### src/rtl/md_issue_ctrl_pkg.sv
// Shared definitions for the E-stage mult/div issue controller and the mult/div unit.
// Holds the op encodings and the unit latencies so both sides use one source of truth.
package md_issue_ctrl_pkg;

  localparam int unsigned MD_OP_W      = 3;
  localparam int unsigned MULT_LAT_DEF = 5;
  localparam int unsigned DIV_LAT_DEF  = 10;

  typedef enum logic [MD_OP_W-1:0] {
    MD_NONE  = 3'b000,
    MD_MULTU = 3'b001,
    MD_MULT  = 3'b010,
    MD_DIVU  = 3'b011,
    MD_DIV   = 3'b100
  } md_op_e;

  typedef enum logic [1:0] {
    ST_IDLE   = 2'd0,
    ST_BUSY   = 2'd1,
    ST_COMMIT = 2'd2
  } md_state_e;

  function automatic logic md_is_legal(input logic [MD_OP_W-1:0] op);
    return (op != 3'(MD_NONE)) && (op <= 3'(MD_DIV));
  endfunction

  function automatic logic md_is_div(input logic [MD_OP_W-1:0] op);
    return (op == 3'(MD_DIVU)) || (op == 3'(MD_DIV));
  endfunction

endpackage

### src/rtl/md_sat_counter.sv
// Saturating event counter: counts enabled cycles, sticks at all-ones.
module md_sat_counter #(
  parameter int unsigned W = 32
) (
  input  logic         clk,
  input  logic         rst_n,
  input  logic         i_en,
  output logic [W-1:0] o_cnt
);

  logic [W-1:0] r_cnt;

  always_ff @(posedge clk or negedge rst_n) begin
    if (!rst_n) begin
      r_cnt <= '0;
    end else if (i_en && (r_cnt != '1)) begin
      r_cnt <= r_cnt + W'(1);
    end
  end

  assign o_cnt = r_cnt;

endmodule

### src/rtl/md_issue_ctrl.sv
// E-stage issue controller for the mult/div unit: start code, busy mirror,
// D-stage HI/LO stall, stall-cycle counter and sticky protocol-error flag.
module md_issue_ctrl
  import md_issue_ctrl_pkg::*;
#(
  parameter int unsigned MULT_LAT = MULT_LAT_DEF,
  parameter int unsigned DIV_LAT  = DIV_LAT_DEF,
  parameter int unsigned CNT_W    = 4
) (
  input  logic             clk,
  input  logic             reset,
  input  logic [2:0]       e_md_op,
  input  logic             e_flush,
  input  logic             d_md_use,
  output logic [2:0]       md_start,
  output logic [CNT_W-1:0] md_busy,
  output logic             stall_d,
  output logic [31:0]      stall_cnt,
  output logic             err
);

  logic [CNT_W-1:0] r_busy;
  logic [CNT_W-1:0] w_busy_nxt;
  md_state_e        w_state;
  logic             w_legal;
  logic             w_issue;
  logic             w_stall;
  logic             w_err_set;
  logic             r_err;

  // State is a pure decode of the busy mirror.
  always_comb begin
    w_state = ST_IDLE;
    if (r_busy == CNT_W'(1)) begin
      w_state = ST_COMMIT;
    end else if (r_busy != '0) begin
      w_state = ST_BUSY;
    end
  end

  // State register: the busy mirror itself.
  always_ff @(posedge clk or negedge reset) begin
    if (!reset) begin
      r_busy <= '0;
    end else begin
      r_busy <= w_busy_nxt;
    end
  end

  // Next-state: load latency on issue, count down, clear on the commit edge.
  always_comb begin
    w_busy_nxt = r_busy;
    case (w_state)
      ST_IDLE: begin
        if (w_issue) begin
          w_busy_nxt = md_is_div(e_md_op) ? CNT_W'(DIV_LAT) : CNT_W'(MULT_LAT);
        end
      end
      ST_BUSY:   w_busy_nxt = r_busy - CNT_W'(1);
      ST_COMMIT: w_busy_nxt = '0;
      default:   w_busy_nxt = '0;
    endcase
  end

  // Outputs: start/stall are gated by reset so they read 0 while it is held.
  always_comb begin
    w_legal   = md_is_legal(e_md_op);
    w_issue   = w_legal && !e_flush && (w_state == ST_IDLE);
    md_start  = (w_issue && reset) ? e_md_op : 3'(MD_NONE);
    w_stall   = reset && d_md_use && ((w_state != ST_IDLE) || w_issue);
    w_err_set = !e_flush && ((w_legal && (w_state != ST_IDLE)) || (e_md_op > 3'(MD_DIV)));
  end

  always_ff @(posedge clk or negedge reset) begin
    if (!reset) begin
      r_err <= 1'b0;
    end else if (w_err_set) begin
      r_err <= 1'b1;
    end
  end

  md_sat_counter #(
    .W(32)
  ) u_stall_cnt (
    .clk   (clk),
    .rst_n (reset),
    .i_en  (w_stall),
    .o_cnt (stall_cnt)
  );

  assign md_busy = r_busy;
  assign stall_d = w_stall;
  assign err     = r_err;

endmodule
### config.mk
export PLATFORM = sky130hd
export DESIGN_NAME = md_issue_ctrl
export DESIGN_NICKNAME = d
export VERILOG_FILES = /design/src/rtl/md_issue_ctrl_pkg.sv /design/src/rtl/md_sat_counter.sv /design/src/rtl/md_issue_ctrl.sv
export SDC_FILE = /design/constraint.sdc
export NUM_CORES = 1
export LEC_CHECK = 0
export ABC_AREA = 1
export BUFFER_PORTS_ARGS = -buffer_cell sky130_fd_sc_hd__buf_2
export CORE_MARGIN = 1.5
export CORE_UTILIZATION = 50
export DETAILED_ROUTE_END_ITERATION = 8
export HOLD_SLACK_MARGIN = 0.06
export PLACE_DENSITY_LB_ADDON = 0.25
export SETUP_SLACK_MARGIN = 0.5
export SLEW_MARGIN = 25
export SYNTH_ARGS = -nofsm -noshare
export SYNTH_HDL_FRONTEND = slang
export SYNTH_SLANG_ARGS = --single-unit
### constraint.sdc
create_clock -name clk -period 1.7 [get_ports clk]
set_clock_uncertainty 0.05 [all_clocks]
set_input_delay 0.17 -clock clk [delete_from_list [all_inputs] [get_ports clk]]
set_output_delay 0.17 -clock clk [all_outputs]
set_load 0.01 [all_outputs]
# Word-level counts from Yosys, hierarchy flattened
# Cells that the tools add are included.
# classes
n_mux,6
addsub,2
n_eq_ne,6
magnitude_cmp,2
n_reduce_logical,17
# op_table
operator,count
adder 32 x 1 -> 32 bit (second input constant),1
inequality test 32 bit (second input constant),1
logical AND 1 bit,9
2-to-1 mux 4 bit,2
one-hot mux 4 bit (2 select lines),1
equality test 4 x 1 -> 1 bit (second input constant),1
nonzero test 4 bit,1
subtractor 4 x 1 -> 4 bit (second input constant),1
equality test 3 x 2 -> 1 bit (second input constant),1
equality test 3 bit (second input constant),1
> comparator 3 bit (second input constant),1
less-or-equal comparator 3 bit (second input constant),1
logical OR 1 bit,3
2-to-1 mux 3 bit,1
nonzero test 3 bit,1
equality test 2 x 1 -> 1 bit (second input constant),1
zero test 2 bit,1
2-to-1 mux 2 bit,1
inequality test 2 bit (second input constant),1
nonzero test 2 bit,1
zero test 1 bit,1
2-to-1 mux 1 bit,1
# totals
ff_bits,37
wordCells,36
inputBits,7

# Longest topological paths before layout
# Gate-level depths: netlist of run 1.
# logic_depth
word_depth,8
depth_mapped,12

# Cells and area by module
# Synthesis of run 1 repeated with hierarchy kept, for this count alone.
# unflattened
cells_unflattened,394
hier_area_um2,2618.8
# modules_own_cells
module,instances,cells_per_inst,area_each_um2
md_sat_counter,1,333,2190.9
md_issue_ctrl,1,61,427.9

# Worst setup path after synthesis of run 1
# No wires, ideal clock.
# synth_path
path_type,reg-to-reg
start,"reg u_stall_cnt.r_cnt[0], in the netlist u_stall_cnt.o_cnt[0]"
end,"reg u_stall_cnt.r_cnt[10], in the netlist u_stall_cnt.o_cnt[10]"
required_time_ns,1.534
setup_ns,0.116
synth_period_minus_slack_ns,1.766
t_arrival_ns,1.600
path_buffers,1
stages_incl_launch_ff,12
path_slack_ns,-0.066
cell_sequence,dfrtp_1 > ha_1 > inv_2 > nor2_4 > nand2_2 > nor2_4 > nand2_2 > nand2_4 > inv_4 > buf_6 > nand2_1 > nand2_1
# synth_between
elab_chain_len,2
# synth_lines
element,line,rtl
start: declaration,md_sat_counter.sv:11,logic [W-1:0] r_cnt;
start signal: assignment,md_sat_counter.sv:17,r_cnt <= r_cnt + W'(1);
branches (longest 2 deep; another with adder 32 x 1 -> 32 bit),--,
# Parallel ways; which one is timed is not known.
# A chain may end at the register's enable or synchronous reset.

# Worst setup path in the final report of run 1
# layout_path
start,"reg r_busy[0], in the netlist md_busy[0]"
end,out md_start[1]
# layout_between
elab_chain_len,7
# layout_lines
element,line,rtl
start: declaration,md_issue_ctrl.sv:22,logic [CNT_W-1:0] r_busy;
start signal: assignment,md_issue_ctrl.sv:46,r_busy <= w_busy_nxt;
nonzero test 4 bit,md_issue_ctrl.sv:36,end else if (r_busy != '0) begin
2-to-1 mux 1 bit,md_issue_ctrl.sv:36,
2-to-1 mux 2 bit *,md_issue_ctrl.sv:34,if (r_busy == CNT_W'(1)) begin
zero test 2 bit *,md_issue_ctrl.sv:68,w_issue = w_legal && !e_flush && (w_state == ST_IDLE);
logical AND 1 bit *,md_issue_ctrl.sv:68,
logical AND 1 bit *,md_issue_ctrl.sv:69,md_start = (w_issue && reset) ? e_md_op : 3'(MD_NONE);
2-to-1 mux 3 bit *,md_issue_ctrl.sv:69,
end: declaration,md_issue_ctrl.sv:15,"output logic [2:0] md_start,"
# Every way passes the cells marked *; elsewhere a longest branch is shown, timed or not.

==> results of run 1 <==
sequential cells by signal, indices dropped and copies added, names as in the netlist:
register / count
u_stall_cnt.o_cnt: 32
err: 1
md_busy: 4
cells by family after synthesis:
| kind of cell | synth area share, % |
|---|---|
| adders and majority gates | 2.44 |
| buffers and inverters | 7.26 |
| and+or+nand+nor | 46.6 |
| AOI/OAI and AO/OA | 3.22 |
| DFF | 36.1 |
| xor gates and xnor gates | 4.43 |
metal layers:
metal	global-route usage [%]	up-vias
li1	-	1501
met1	39.1	1596
met2	60.7	263
met3	6.29	70
met4	16.6	0
met5	0	-
per-stage QoR:
| step | hold WS, ps | setup slack [ps] |
|---|---|---|
| after detailed placement | 129 | -51.5 |
| after CTS | 280 | -150 |
| after global routing | 361 | -277 |
| after global placement | 125 | 35.0 |
| after floorplan | -176 | 69.3 |
| final | 344 | -235 |
what timing repair did:
| item | in CTS | in global routing |
|---|---|---|
| gates cloned | 4 | 0 |
| pin swaps | 33 | 18 |
| resized for setup | 91 | 76 |
| buffers inserted | 27 | 11 |
| hold endpoints to repair | 38 | 0 |
| endpoints found under the setup margin | 51 | 70 |
| hold buffers | 2 | 0 |
worst max-delay path, cell delays in order, from the launching register on:
cell	delay (ps)
dfrtp_2	470
ha_4	180
inv_2	60
nand3_4	90
nand3b_1	280
nor2_2	180
buf_2	140
synth_stat cells:
cell type  number
nand4_1         3
nor2_4          3
nand2_1       199
buf_6           2
inv_4           1
buf_4           3
inv_1          35
a21oi_1         4
dfrtp_1        37
inv_2           1
nand2_2         3
o21ai_0         7
nand2_4         1
or2_2           1
a31oi_1         2
nor2_1         61
ha_1            5
nand3_1        21
nor2_2          3
a21o_1          1
xor2_1          8
o21bai_1        1
xnor2_1         5
nand3b_1        1
power groups by stage:
stage	Clock (uW)	Combinational [uW]	Sequential, uW
final	639	1770	1130
after global routing	657	1870	1150
after CTS	620	1510	1110
after detailed placement	0	932	1150
after global placement	0	896	1140
after floorplan	0	569	1190
area by class of cell:
type | count | area (um2) | share of cell area [%]
Multi-Input combinational cell | 329 | 1780 | 41.3
Sequential cell | 37 | 935 | 21.7
Inverter | 37 | 158 | 3.66
Clock buffer | 6 | 72.6 | 1.68
Clock inverter | 2 | 10.0 | 0.232
Timing Repair Buffer | 126 | 1270 | 29.5
Tap cell | 67 | 83.8 | 1.94
worst paths after layout:
path	from	to	slack, ps	cells after the start
worst min-delay path	e_md_op[2]	err	340	4
max in group asynchronous	reset	u_stall_cnt.o_cnt[19]	850	3
worst max register to register	md_busy[1]	u_stall_cnt.o_cnt[21]	-100	12
worst min register to register	err	err	460	1
worst max-delay path	md_busy[0]	md_start[1]	-240	6
min in group asynchronous	reset	u_stall_cnt.o_cnt[9]	410	3
==> metrics.md, run 1 <==
| Metric | Value |
|---|---|
| Peak VDD IR | `0.965 mV` |
| WL met3 | `1000 um` |
| Synth top area share | `36.1%` |
| Dpl hpwl | `5410 um` |
| Vias in the first global route | `3,048` |
| Yosys reg bits | `37` |
| Antenna Cells | `0` |
| Synth cell types | `24` |
| Sw Ratio | `38.6%` |
| WL/cell | `18.0 um` |
| Area contributors post-synth | `dfrtp_1 (36%), nand2_1 (29%), nor2_1 (8.9%), inv_1 (5.1%), nand3_1 (4.1%)` |
| Most common cell after layout, fill and taps aside | `nand2_1` |
| First-pass GRT wire length | `14,100 um` |
| Die H | `74.7 um` |
| Post-route setup slack | `-235 ps` |
| GPL Wtd Cong | `0.931` |
| TritonCTS clock tree | `yes` |
| Fin area | `roughly 4300 um2` |
| TNS Setup | `-2320 ps` |
| Dominant cell type by area after synthesis | `dfrtp_1` |
| Commonest cells after routing, fill and taps aside | `nand2_1 (155), buf_6 (62), nor2_1 (49)` |
| P_leak | `0.00211 uW` |
| Util after Layout | `89.0%` |
| Post-Place Cells | `about 550` |
| WS Path Type | `reg2out` |
| # IOs | `48` |
| GRT Residual Overflow | `0` |
| Vias/cell | `between 5 and 6` |
| RSZ-0062 raised after global routing | `yes` |
| Num rows | `25` |
| Top sig layer | `met4` |
| Worst path required time | `between 1000 and 1500 ps` |
| Fin. Hold Viols | `0` |
| GRT Resource Usage Total | `34.0%` |
| Full die area | `5570 um2` |
| Cts bufs inserted | `5` |
| Fillers | `221` |
| Routed wl met2 | `~5400 um` |
| Power share of the sequential group | `between 30% and 40%` |
| Switching power | `about 1400 uW` |
| Clk slew on worst S/H paths | `~90 ps` |
| Max-Cap Viols | `0` |
| Clk_lat worst skew | `310 ps` |
| WL met1 | `3930 um` |
| Slew @ Worst Pin | `602 ps` |
| Clock share of power | `18.0%` |
| Residual DRC | `0` |
| Fmax | `517 MHz` |
| Min Tclk post-route | `1940 ps` |
| Mapped Area | `about 2600 um2` |
| Fin crit share | `114%` |
| Non-Filler Instances | `about 600` |
| Initial Utilization | `roughly 53%` |
| CTS max path bufs | `2` |
| Total core area | `4850 um2` |
| Antenna Violating Nets Remaining | `0` |
| Die width | `74.7 um` |
| Synth warnings | `0` |
| Arr. time, crit path | `approximately 1700 ps` |
| DR vias | `about 3.4k` |
| Mean Syn Cell Area | `6.29 um2` |
| Worst hold-check path type | `in2reg` |
| Logic pwr share | `approximately 50%` |
| Setup crit start kind | `flip-flop` |
| WL final | `10,900 um` |
| Syn_nets | `420` |
| Crit path max fanout | `4` |
| Number of antenna violations at the first check in global routing | `0` |
| Synth-to-Final Area Change | `68.0%` |
| Outcome | `complete, but fails checks` |
| Synth Instances | `about 410` |
| Nets | `548` |
| Seq/Total Area, Yosys | `a little over a third` |
| CTS sink count | `37` |
| DP Area | `3170 um2` |
| First-iteration detailed-routing DRC count | `362` |
| P_int | `2170 uW` |
| Cell area power density | `821 nW/um2` |
| Root buffer cell | `clkbuf_8` |
| Htree depth | `2` |
| Worst slew margin | `59.5%` |
| Failing checks | `setup timing` |
| Crit. End Element | `primary output` |
| # port buffers | `47` |
| Largest net degree at the start of global routing | `28` |
| Final setup fails | `33` |
| Initial DRT Pass Iterations | `7` |
| Total power | `3540 uW` |
| Share of cells above drive strength 1 | `41.2%` |
| Max Slew Vio Count | `0` |
No activity file was read; power rests on OpenSTA's default activity.
==> run 2, diff against run 1 <==
- ABC_AREA: 1 -> not set
- CORE_UTILIZATION: 50 -> 48
==> run 2 against run 1 <==
Effect of this change: the run still ends with setup timing left; largest power group unchanged; critical path depth is 3 higher; global-route usage shrank 5.2 points; critical endpoint is now u_stall_cnt.o_cnt[16]; highest routed layer unchanged; clock-buffer cell count up 2; wire length fell by 36%; sequential power hardly changed.
==> metrics.md, run 2 <==
| Metric | Value |
|---|---|
| Initial Utilization | `about half` |
| Num rows | `23` |
| Post-Place Cells | `about 360` |
| Non-Filler Instances | `377` |
| Top-count cell post-synth | `dfrtp_1` |
| Worst hold-check path type | `in2reg` |
| FFs w/ async S/R, synth | `100%` |
| Full die area | `4580 um2` |
| Fin crit share | `128%` |
| Die width | `67.7 um` |
| Hold Path Origin | `e_md_op[2]` |
| GPL Wtd Cong | `0.873` |
| Ys flop type | `dfrtp_1` |
| Total core area | `about 4000 um2` |
| Clk slew on worst S/H paths | `70 ps` |
| Max Slew Vio Count | `0` |
| Antenna Cells | `0` |
| TritonCTS clock tree | `yes` |
| TNS Setup | `-16,100 ps` |
| Synth top area share | `between 40% and 50%` |
| GRT Residual Overflow | `0` |
| Dpl hpwl | `between 3000 and 4000 um` |
| Clk_lat worst skew | `290 ps` |
| Mean Syn Cell Area | `10.1 um2` |
| Commonest cells after routing, fill and taps aside | `buf_6 (46), buf_4 (44), dfrtp_1 (36)` |
| Cts bufs inserted | `5` |
| Crit path max fanout | `4` |
| Total power | `3540 uW` |
| Fin area | `around 3400 um2` |
| Most common cell after layout, fill and taps aside | `buf_6` |
| Share of cells above drive strength 1 | `52.0%` |
| WS Path Type | `in2reg` |
| Mapped Area | `2010 um2` |
| Root buffer cell | `clkbuf_8` |
| WL final | `slightly below 7000 um` |
| Fin. Hold Viols | `0` |
| CTS sink count | `37` |
| First-iteration detailed-routing DRC count | `roughly 240` |
| Synth top cells by count | `dfrtp_1 (37), nand2_1 (21), xor2_1 (20)` |
| DP Area | `2860 um2` |
| Initial DRT Pass Iterations | `4` |
| Cell area power density | `1040 nW/um2` |
| Min Tclk post-route | `2180 ps` |
| Slew @ Worst Pin | `639 ps` |
| Synth cell types | `37` |
| Largest net degree at the start of global routing | `17` |
| GRT Resource Usage Total | `around 29%` |
| Synth-to-Final Area Change | `68.8%` |
| RSZ-0062 raised after global routing | `yes` |
| Synth warnings | `0` |
| Htree depth | `2` |
| Setup crit start kind | `input port` |
| CTS max path bufs | `2` |
| DR vias | `2,150` |
| Number of antenna violations at the first check in global routing | `0` |
| Worst path required time | `1840 ps` |
| Critical R2R Capture | `u_stall_cnt.o_cnt[27]` |
| Vias in the first global route | `2,150` |
| Cells on Worst Hold Path | `4` |
| Max FFs per register | `32` |
| Die H | `67.7 um` |
| WL/cell | `18.4 um` |
| Dominant cell type by area after synthesis | `dfrtp_1` |
| Post-synth EDFFs | `0` |
| Worst-case hold path end point | `err` |
| R2r setup slk | `-470 ps` |
| Syn_nets | `between 200 and 250` |
| Nets | `around 340` |
| Arr. time, crit path | `2320 ps` |
| Max-Cap Viols | `0` |
| Worst reg2reg path depth | `9` |
| # port buffers | `47` |
| Worst R2R Start | `md_busy[0]` |
| Synth Instances | `199` |
| P_leak | `0.00166 uW` |
| Residual DRC | `0` |
| Antenna Violating Nets Remaining | `0` |
| Final setup fails | `slightly above 40` |
| Vias/cell | `between 5 and 6` |
| Failing checks | `setup timing` |
| # IOs | `48` |
| Seq/Total Area, Yosys | `46.1%` |
| Worst slew margin | `57.1%` |
| Outcome | `complete, but fails checks` |
| Fillers | `between 150 and 200` |
| First-pass GRT wire length | `9720 um` |
| Crit. End Element | `flip-flop` |
| Util after Layout | `approximately 85%` |
| Yosys reg bits | `37` |
| Fmax | `458 MHz` |
| Post-route setup slack | `-484 ps` |
| Area contributors post-synth | `dfrtp_1 (46%), xor2_1 (8.7%), xnor2_1 (4.4%), nand2_1 (3.9%), nor2_1 (3.2%)` |
| Peak VDD IR | `1.14 mV` |
==> run 2: changes by cell type in the layout (fill, tap and decap cells not counted), sizes merged, moves of 9 or more <==
cell | before | now
nor2 | 67 | 17
nor4 | 0 | 9
xor2 | 8 | 20
nor3 | 0 | 10
inv | 37 | 6
nand2 | 203 | 21
==> run 2: critical path, cell delays in order <==
cell and delay (ps):
buf_2 120, or2_2 310, ha_1 340, nor2b_2 240
o211ai_4 140, buf_4 180, a2111oi_4 410, nand2_1 160
xnor2_1 250
==> run 2: repair_timing <==
action,4_1_cts,5_1_grt
endpoints found under the setup margin,46,66
buffers inserted,7,2
hold buffers,2,0
pin swaps,17,6
resized for setup,32,45
hold endpoints to repair,38,0
==> run 2: worst max-delay path by stage <==
stage | slack (ps) | end | start
global route | -550 | u_stall_cnt.o_cnt[16] | e_md_op[0]
CTS | -480 | stall_d | md_busy[0]
finish | -480 | u_stall_cnt.o_cnt[16] | e_md_op[0]
detailed placement | -480 | u_stall_cnt.o_cnt[20] | e_md_op[0]
floorplan | -520 | u_stall_cnt.o_cnt[1] | md_busy[1]
global placement | -370 | u_stall_cnt.o_cnt[5] | e_md_op[0]
==> run 2: where the power goes <==
group	internal [uW]	switching [uW]	total, uW
Sequential	1010	108	1120
Clock	331	310	640
Combinational	929	850	1780
Total	2270	1270	3540
==> run 2: layout make-up <==
type                    instances  area, um2  area share (%)
well taps                      50       62.6            1.84
flip-flops and latches         37        927            27.3
inverters                       6       30.0           0.885
multi-input cells             152       1230            36.2
clock buffers                   8       90.1            2.66
repair buffers                124       1050            31.1
==> run 2: cells by family (layout without fill, tap and decap cells) <==
family / after synthesis / in the layout / share of synthesized area, %
AND/OR/NAND/NOR: 100 / 100 / 26.8
buffers and inverters: 10 / 138 / 2.49
flip-flops: 37 / 37 / 46.1
AO/OA/AOI/OAI: 14 / 14 / 6.85
XOR/XNOR: 30 / 30 / 13.1
multiplexers: 3 / 3 / 1.62
adder cells (fa/ha/maj): 5 / 5 / 3.11
==> run 2: routing by layer <==
layer	GRT usage, %	vias to the layer above	part of all wire [%]	wire length, um
li1	-	966	-	-
met4	11.0	0	2.9	199
met2	49.5	87	51	3570
met5	0	-	0	0
met3	7.67	26	5.0	347
met1	34.0	1071	41	2810
==> run 2: through the flow <==
step	worst slack, ps	hold slack, ps
global route	-553	337
floorplan	-518	-176
CTS	-482	254
detailed placement	-480	128
global placement	-369	122
finish	-484	301
==> run 3, diff against run 2 <==
- CORE_MARGIN: 1.5 -> 3
==> run 3 against run 2 <==
Effect of this change: the run still ends with setup timing left; setup slack got worse by 180 ps; utilization rose by 11 points; sequential power about the same; critical path depth did not move; fmax is 7.4% lower; flip-flop and latch count stayed put; combinational power up 22%; worst hold slack improved by 61 ps; register-to-register slack got worse by 190 ps; critical path type is now reg2reg; critical endpoint is now u_stall_cnt.o_cnt[20]; largest cell class unchanged.
==> metrics.md, run 3 (synthesis gave the netlist of run 2 again) <==
| Metric | Value |
|---|---|
| Die width | `70.7 um` |
| # port buffers | `47` |
| Worst slew margin | `between 50% and 60%` |
| Htree depth | `2` |
| GRT Resource Usage Total | `between 20% and 30%` |
| Initial Utilization | `52.1%` |
| GRT Residual Overflow | `0` |
| Worst R2R Start | `md_busy[0]` |
| Register area | `927 um2` |
| Fin crit share | `139%` |
| Worst hold-check path type | `in2reg` |
| First-pass GRT wire length | `10,400 um` |
| Cts bufs inserted | `5` |
| Fmax | `424 MHz` |
| Largest net degree at the start of global routing | `38` |
| Fin area | `3680 um2` |
| Setup crit start kind | `flip-flop` |
| RSZ-0062 raised after global routing | `yes` |
| Antenna Cells | `0` |
| Worst reg2reg path depth | `9` |
| Initial DRT Pass Iterations | `6` |
| First-iteration detailed-routing DRC count | `282` |
| Slew @ Worst Pin | `600 ps` |
| Arr. time, crit path | `approximately 2500 ps` |
| Hold Path Origin | `e_md_op[2]` |
| Synth-to-Final Area Change | `82.9%` |
| # IOs | `48` |
| Outcome | `complete, but fails checks` |
| Area of the multi-input gates | `1350 um2` |
| DP Area | `2870 um2` |
| Antenna Violating Nets Remaining | `0` |
| Fin. Hold Viols | `0` |
| Max FFs per register | `32` |
| P_leak | `0.00179 uW` |
| DR vias | `2,524` |
| Full die area | `roughly 5000 um2` |
| Max Slew Vio Count | `0` |
| Clk slew on worst S/H paths | `about 80 ps` |
| Min Tclk post-route | `2360 ps` |
| Final setup fails | `just over 40` |
| Share of cells above drive strength 1 | `58.2%` |
| Worst-case hold path end point | `err` |
| WS Path Type | `reg2reg` |
| Critical R2R Capture | `u_stall_cnt.o_cnt[20]` |
| Commonest cells after routing, fill and taps aside | `buf_6 (53), buf_4 (53), dfrtp_1 (36)` |
| Crit. End Element | `flip-flop` |
| CTS sink count | `37` |
| Peak VDD IR | `1.14 mV` |
| Residual DRC | `0` |
| Cells on Worst Hold Path | `4` |
| Nets | `353` |
| Cell area power density | `roughly 1100 nW/um2` |
| Post-route setup slack | `-659 ps` |
| Num rows | `22` |
| Die H | `~71 um` |
| R2r setup slk | `-660 ps` |
| Clk_lat worst skew | `about 300 ps` |
| WL final | `9870 um` |
| TritonCTS clock tree | `yes` |
| Hold slack | `around 360 ps` |
| Total core area | `3850 um2` |
| Fillers | `92` |
| Root buffer cell | `clkbuf_8` |
| Total power | `4120 uW` |
| Number of antenna violations at the first check in global routing | `0` |
| Dpl hpwl | `between 4000 and 5000 um` |
| WL/cell | `25.3 um` |
| Vias in the first global route | `about 2.2k` |
| Max-Cap Viols | `0` |
| Vias/cell | `6.47` |
| CTS max path bufs | `2` |
| Worst path required time | `~1900 ps` |
| Failing checks | `setup timing` |
| GPL Wtd Cong | `0.821` |
| Crit path max fanout | `4` |
[run 3: cell count changes in the layout (fill, tap and decap cells not counted), sizes merged]
cell and delta:
buf +15, bufinv +1, clkbuf -1
[run 3: cell type report]
class | instances | share of cell area (%)
Tap cell | 48 | 1.63
Timing Repair Buffer | 139 | 32.5
Clock buffer | 7 | 2.35
Sequential cell | 37 | 25.2
Clock inverter | 1 | 0.817
Inverter | 6 | 0.817
Multi-Input combinational cell | 152 | 36.7
[run 3: through the flow]
stage	utilization, %	setup WS [ps]	TNS (ps)	instances
3_3_place_gp	74.4	-376	-12020	359
3_5_place_dp	74.4	-451	-13900	359
6_report	95.4	-659	-22990	390
4_1_cts	83.4	-504	-15210	379
5_1_grt	95.4	-733	-24340	390
2_1_floorplan	-	-518	-12860	199
[run 3: power breakdown]
group          internal, uW  leakage (uW)  switching (uW)
Combinational          1140       0.00124            1050
Clock                   479     0.0000585             330
Sequential             1010      0.000492             119
Total                  2620       0.00179            1500
[run 3: worst max-delay path by stage]
stage	depth (start not counted)	start	end
global route	9	md_busy[0]	u_stall_cnt.o_cnt[20]
detailed placement	8	e_md_op[0]	u_stall_cnt.o_cnt[5]
CTS	7	md_busy[0]	stall_d
finish	9	md_busy[0]	u_stall_cnt.o_cnt[20]
floorplan	9	md_busy[1]	u_stall_cnt.o_cnt[1]
global placement	8	md_busy[1]	u_stall_cnt.o_cnt[27]
[run 3: critical path, stage by stage, from the launching register on]
cell       delay (ps)
dfrtp_2           420
inv_2              80
ha_4              180
or4b_4            230
o211ai_4          120
buf_6             170
buf_6             110
a2111oi_4         460
nand3_1           200
xnor2_1           240
[run 3: routing by layer]
layer / wire, um / vias up / global-route usage (%)
li1: - / 995 / -
met1: 3470 / 1227 / 32.7
met2: 4790 / 234 / 44.1
met3: 855 / 68 / 5.54
met4: 750 / 0 / 8.98
met5: 0 / - / 0
[run 3: what timing repair did]
item / 4_1_cts / 5_1_grt
gates resized for setup: 30 / 78
buffers inserted: 10 / 11
hold buffers: 2 / 0
pin swaps: 8 / 25
endpoints found under the setup margin: 45 / 65
hold endpoints to repair: 38 / 0
